**src/rtl/mux_arb_pkg.sv**
```systemverilog
// Shared constants for the 4-requester round-robin mux arbiter.
// Holds requester count, select width and the legacy-compatible FSM encoding.
package mux_arb_pkg;

    localparam int N_REQ = 4;
    localparam int SEL_W = 2;

    localparam logic [0:0] ST_IDLE = 1'b0;
    localparam logic [0:0] ST_XFER = 1'b1;

endpackage

```
**src/rtl/rr_pick4.sv**
```systemverilog
// Combinational rotating-priority picker: first set req bit at or after ptr,
// searching upward with wrap.
module rr_pick4
    import mux_arb_pkg::*;
(
    input  logic [N_REQ-1:0] req,
    input  logic [SEL_W-1:0] ptr,
    output logic             any,
    output logic [SEL_W-1:0] idx,
    output logic [N_REQ-1:0] oh
);

    logic [SEL_W-1:0] cand;

    // NOTE: every output of a combinational block gets a default first, so no
    // path through the block leaves a value held and no latch is inferred.
    always_comb begin
        any  = |req;
        idx  = '0;
        cand = '0;
        // Walk from the farthest offset down so the nearest hit wins last.
        for (int i = N_REQ - 1; i >= 0; i--) begin
            cand = ptr + SEL_W'(i);
            if (req[cand]) begin
                idx = cand;
            end
        end
        oh = any ? (N_REQ'(1) << idx) : '0;
    end

endmodule

```
**src/rtl/mux_rr_arbiter.sv**
```systemverilog
// Round-robin arbiter/sequencer owning the select lines of a shared 4:1 mux.
// Optional burst grants are compiled in with `define MUX_ARB_BURST_EN.
module mux_rr_arbiter
    import mux_arb_pkg::*;
#(
    parameter int WIDTH     = 8,
    parameter int MAX_BURST = 4
) (
    input  logic                   clk,
    input  logic                   rst_n,
    input  logic [N_REQ-1:0]       req,
    input  logic [N_REQ*WIDTH-1:0] din,
    output logic [N_REQ-1:0]       gnt,
    output logic [SEL_W-1:0]       sel,
    output logic                   out_valid,
    output logic [WIDTH-1:0]       out_data,
    input  logic                   out_ready,
    output logic                   busy
);

    if (MAX_BURST < 1 || MAX_BURST > 15) begin : g_bad_max_burst
        $error("mux_rr_arbiter: MAX_BURST must be within 1..15");
    end

    logic [0:0]       state_q, state_d;
    logic [SEL_W-1:0] ptr_q, ptr_d;
    logic [SEL_W-1:0] sel_q, sel_d;
    logic [N_REQ-1:0] gnt_q, gnt_d;

    logic             pick_any;
    logic [SEL_W-1:0] pick_idx;
    logic [N_REQ-1:0] pick_oh;
    logic [SEL_W-1:0] pick_ptr;
    logic             accept;
    logic             hold_grant;

    assign busy      = (state_q == ST_XFER);
    assign gnt       = gnt_q;
    assign sel       = sel_q;
    assign out_valid = busy & req[sel_q];
    assign out_data  = out_valid ? din[sel_q*WIDTH +: WIDTH] : '0;
    assign accept    = out_valid & out_ready;

    // While granted the picker only matters on accept, when ptr becomes sel+1.
    assign pick_ptr = busy ? sel_q + SEL_W'(1) : ptr_q;

    rr_pick4 u_pick (
        .req (req),
        .ptr (pick_ptr),
        .any (pick_any),
        .idx (pick_idx),
        .oh  (pick_oh)
    );

`ifdef MUX_ARB_BURST_EN
    localparam logic [3:0] BURST_LAST = 4'(MAX_BURST - 1);

    logic [3:0] cnt_q, cnt_d;

    assign hold_grant = accept && (cnt_q < BURST_LAST);

    always_comb begin
        cnt_d = cnt_q;
        if (hold_grant) begin
            cnt_d = cnt_q + 4'd1;
        end else if (accept || (!busy && pick_any)) begin
            cnt_d = '0;
        end
    end

    always_ff @(posedge clk or negedge rst_n) begin
        if (!rst_n) begin
            cnt_q <= '0;
        end else begin
            cnt_q <= cnt_d;
        end
    end
`else
    assign hold_grant = 1'b0;
`endif

    always_comb begin
        state_d = state_q;
        ptr_d   = ptr_q;
        sel_d   = sel_q;
        gnt_d   = gnt_q;
        case (state_q)
            ST_IDLE: begin
                if (pick_any) begin
                    state_d = ST_XFER;
                    sel_d   = pick_idx;
                    gnt_d   = pick_oh;
                end
            end
            default: begin
                if (accept && !hold_grant) begin
                    ptr_d = sel_q + SEL_W'(1);
                    if (pick_any) begin
                        sel_d = pick_idx;
                        gnt_d = pick_oh;
                    end else begin
                        state_d = ST_IDLE;
                        sel_d   = '0;
                        gnt_d   = '0;
                    end
                end else if (!req[sel_q]) begin
                    // Withdrawn before accept: drop the grant, keep the pointer.
                    state_d = ST_IDLE;
                    sel_d   = '0;
                    gnt_d   = '0;
                end
            end
        endcase
    end

    // NOTE: sequential state is written only with non-blocking assignments so
    // every register samples the pre-edge values of the others.
    always_ff @(posedge clk or negedge rst_n) begin
        if (!rst_n) begin
            state_q <= ST_IDLE;
            ptr_q   <= '0;
            sel_q   <= '0;
            gnt_q   <= '0;
        end else begin
            state_q <= state_d;
            ptr_q   <= ptr_d;
            sel_q   <= sel_d;
            gnt_q   <= gnt_d;
        end
    end

endmodule
```
**config.mk**
```make
export PLATFORM = sky130hd
export DESIGN_NAME = mux_rr_arbiter
export DESIGN_NICKNAME = d
export VERILOG_FILES = /design/src/rtl/mux_arb_pkg.sv /design/src/rtl/rr_pick4.sv /design/src/rtl/mux_rr_arbiter.sv
export SDC_FILE = /design/constraint.sdc
export NUM_CORES = 1
export LEC_CHECK = 0
export CAP_MARGIN = 20
export CORE_AREA = 2 2 50 52
export DETAILED_ROUTE_END_ITERATION = 12
export DIE_AREA = 0 0 52 54
export PLACE_DENSITY = 0.84
export SKIP_CTS_REPAIR_TIMING = 1
export SYNTH_ARGS = -nofsm -noshare
export SYNTH_HDL_FRONTEND = slang
export SYNTH_SLANG_ARGS = --single-unit
```
**constraint.sdc**
```tcl
create_clock -name clk -period 3.9 [get_ports clk]
set_clock_uncertainty 0.05 [all_clocks]
set_input_delay 1.17 -clock clk [delete_from_list [all_inputs] [get_ports clk]]
set_output_delay 1.17 -clock clk [all_outputs]
set_load 0.01 [all_outputs]
```
==> impl_metrics.env <==
export IMPL_die_area_sq_um=2810
export IMPL_fmax_mhz=272
export IMPL_die_height_microns=54
export IMPL_drt_wl_total_microns=2970
export IMPL_port_buffers=54
export IMPL_tightest_slew_ns=0.780
export IMPL_hold_viol_final=0
export IMPL_synth_flop_cell="dfrtp_1"
export IMPL_ir_worst_vdd_uv=388
export IMPL_start_kind="input port"
export IMPL_placed_area_sq_um=1430
export IMPL_synth_edf_count=0
export IMPL_clock_sinks=9
export IMPL_cts_tree="built"
export IMPL_cts_buffers=3
export IMPL_rows=18
export IMPL_outcome="finished clean"
export IMPL_gp_congestion=0.842
export IMPL_synth_area_leader_cell="dfrtp_1"
export IMPL_p_per_area_nw_per_um2=566
export IMPL_via_count=945
export IMPL_core_area_sq_um=2320
export IMPL_final_area_sq_um=1530
export IMPL_crit_type="in2out"
export IMPL_worst_path_max_fanout=3
export IMPL_ys_types=36
export IMPL_synth_seq_cells=9
export IMPL_htree_levels=1
export IMPL_cp_end_kind="output port"
export IMPL_cts_buffer_depth=2
export IMPL_overflow=0
export IMPL_synthCells=82
export IMPL_synth_nets=121
export IMPL_grt_max_degree=25
export IMPL_synth_commonest_cells="9 x and3_1, 9 x dfrtp_1, 9 x mux4_2"
export IMPL_grt_pass1_wl_microns=4350
export IMPL_drt_iter0_drc=20
export IMPL_r2r_end="gnt[3]$_DFFE_PN0P_"
export IMPL_routedWlPerCell_microns=17.2
export IMPL_finalSetupViolations=0
export IMPL_crit_arrival_ns=2.45
export IMPL_final_layout_size_suffix_gt1_share_pct=19.6
export IMPL_netlist_area_sq_um=847
export IMPL_area_growth_pct=80.2
export IMPL_post_route_drc_count=0
export IMPL_crit_path_start="req[3]"
export IMPL_die_w_microns=52
export IMPL_dp_hpwl_microns=2200
export IMPL_grt_pass1_vias=929
export IMPL_slew_viol_final=0
export IMPL_antenna_found_initial=0
export IMPL_fin_crit_sh_pct=94.1
export IMPL_min_path_type="reg2reg"
export IMPL_p_leak_nw=0.790
export IMPL_critPathRequiredTime_ns=2.68
export IMPL_start_util_pct=36.5
export IMPL_r2r_slack_ns=1.78
export IMPL_ios=55
export IMPL_via_per_inst=5.46
export IMPL_synth_seq_area_share_pct=26.6
export IMPL_nNetsFinal=183
export IMPL_utilization_pct=65.8
export IMPL_clock_latency_ns=0.26
export IMPL_min_to="gnt[3]$_DFFE_PN0P_"
export IMPL_worstRegToRegCells=6
export IMPL_cts_root_buf="clkbuf_4"
export IMPL_synth_top_area_share_pct=26.6
export IMPL_timing_rr_start="sel[0]$_DFFE_PN0P_"
export IMPL_clk_pin_slew_ns=0.06
export IMPL_n_antenna_cell=0
export IMPL_rsz0062_at_grt="no"
export IMPL_hold_depth=1
export IMPL_relSlewSlack_pct=47.5
export IMPL_hp_start="gnt[3]$_DFFE_PN0P_"
export IMPL_netlist_top_cells_area="dfrtp_1 27%, mux4_2 24%, and3_1 6.6%"
export IMPL_ant_nets=0
export IMPL_yosysWarnings=0
export IMPL_avgSynthCellArea_sq_um=10.3
export IMPL_fin_crit_ns=3.67
export IMPL_drv_cap=0
export IMPL_dr_pass1_iters=4
export IMPL_async_reset_ff_share_pct=100
export IMPL_grt_use_total_pct=21.4
## per-layer routing
metal | track usage, % | wire (microns) | vias to the layer above
met4 | 9.21 | 66 | 0
met1 | 23.7 | 1110 | 470
met2 | 39.7 | 1700 | 22
li1 | - | - | 445
met5 | 0 | 0 | -
met3 | 4.17 | 88 | 8
## layout make-up
class | count | area (sq um)
multi-input combinational | 64 | 589
timing repair buffer | 62 | 633
fill | 195 | 793
sequential | 9 | 225
tap | 30 | 37.5
inverter | 4 | 15.0
clock buffer | 4 | 26.3
## report_power, final
part / internal [mW] / leakage (nW) / switching (mW)
clock network: 0.0393 / 0.0150 / 0.0306
logic: 0.345 / 0.660 / 0.228
registers: 0.132 / 0.115 / 0.0898
## registers in the layout, indices dropped and copies added, names as in the netlist
register  count
gnt           4
ptr_q         2
sel           2
busy          1
## worst max-delay path, cell delays in order
cell	delay, ns
dlymetal6s2s_1	0.16
mux4_2	0.52
buf_4	0.16
buf_4	0.12
and3_1	0.15
dlymetal6s2s_1	0.17
## logic make-up (layout without fill, tap and decap cells)
group	after synthesis	in the layout	share of synthesized area (%)
and+or+nand+nor	32	32	21.4
AOI/OAI and AO/OA	20	20	19.3
buffers and inverters	10	70	6.50
muxes	9	10	23.9
DFF	9	9	26.6
adders and majority gates	1	1	1.18
xor gates and xnor gates	1	1	1.03
## stage by stage
stage / hold WS (ns) / total power, mW / cells / TNS, ns / setup WS [ns]
CTS: 0.472 / 0.852 / 170 / -1.57 / -0.190
finish: 0.465 / 0.864 / 173 / 0 / 0.229
floorplan: 0.435 / 0.548 / 82 / 0 / 0.707
detailed placement: 0.443 / 0.777 / 166 / -1.54 / -0.187
global placement: 0.448 / 0.761 / 166 / -1.37 / -0.158
global route: 0.488 / 0.931 / 173 / 0 / 0.199
## how the worst max path moves through the flow
stage | end | slack (ns)
2_1_floorplan | out_data[0] | 0.71
4_1_cts | out_data[7] | -0.19
5_1_grt | out_data[6] | 0.20
3_5_place_dp | out_data[7] | -0.19
3_3_place_gp | out_data[6] | -0.16
6_report | out_data[6] | 0.23
## cell usage in the layout (no fill, tap or decap), types with 2 or more instances in the layout
master            n
and2_1            2
clkbuf_4          3
a22o_1            4
clkdlybuf4s50_1  41
mux4_2           10
inv_1             4
dfrtp_1           9
nor2_1            4
dlymetal6s2s_1   13
buf_4             8
nand2_1           7
o21ai_0           3
and3_1            9
a31o_2            2
nand3_1           2
No activity file was read; power rests on OpenSTA's default activity.
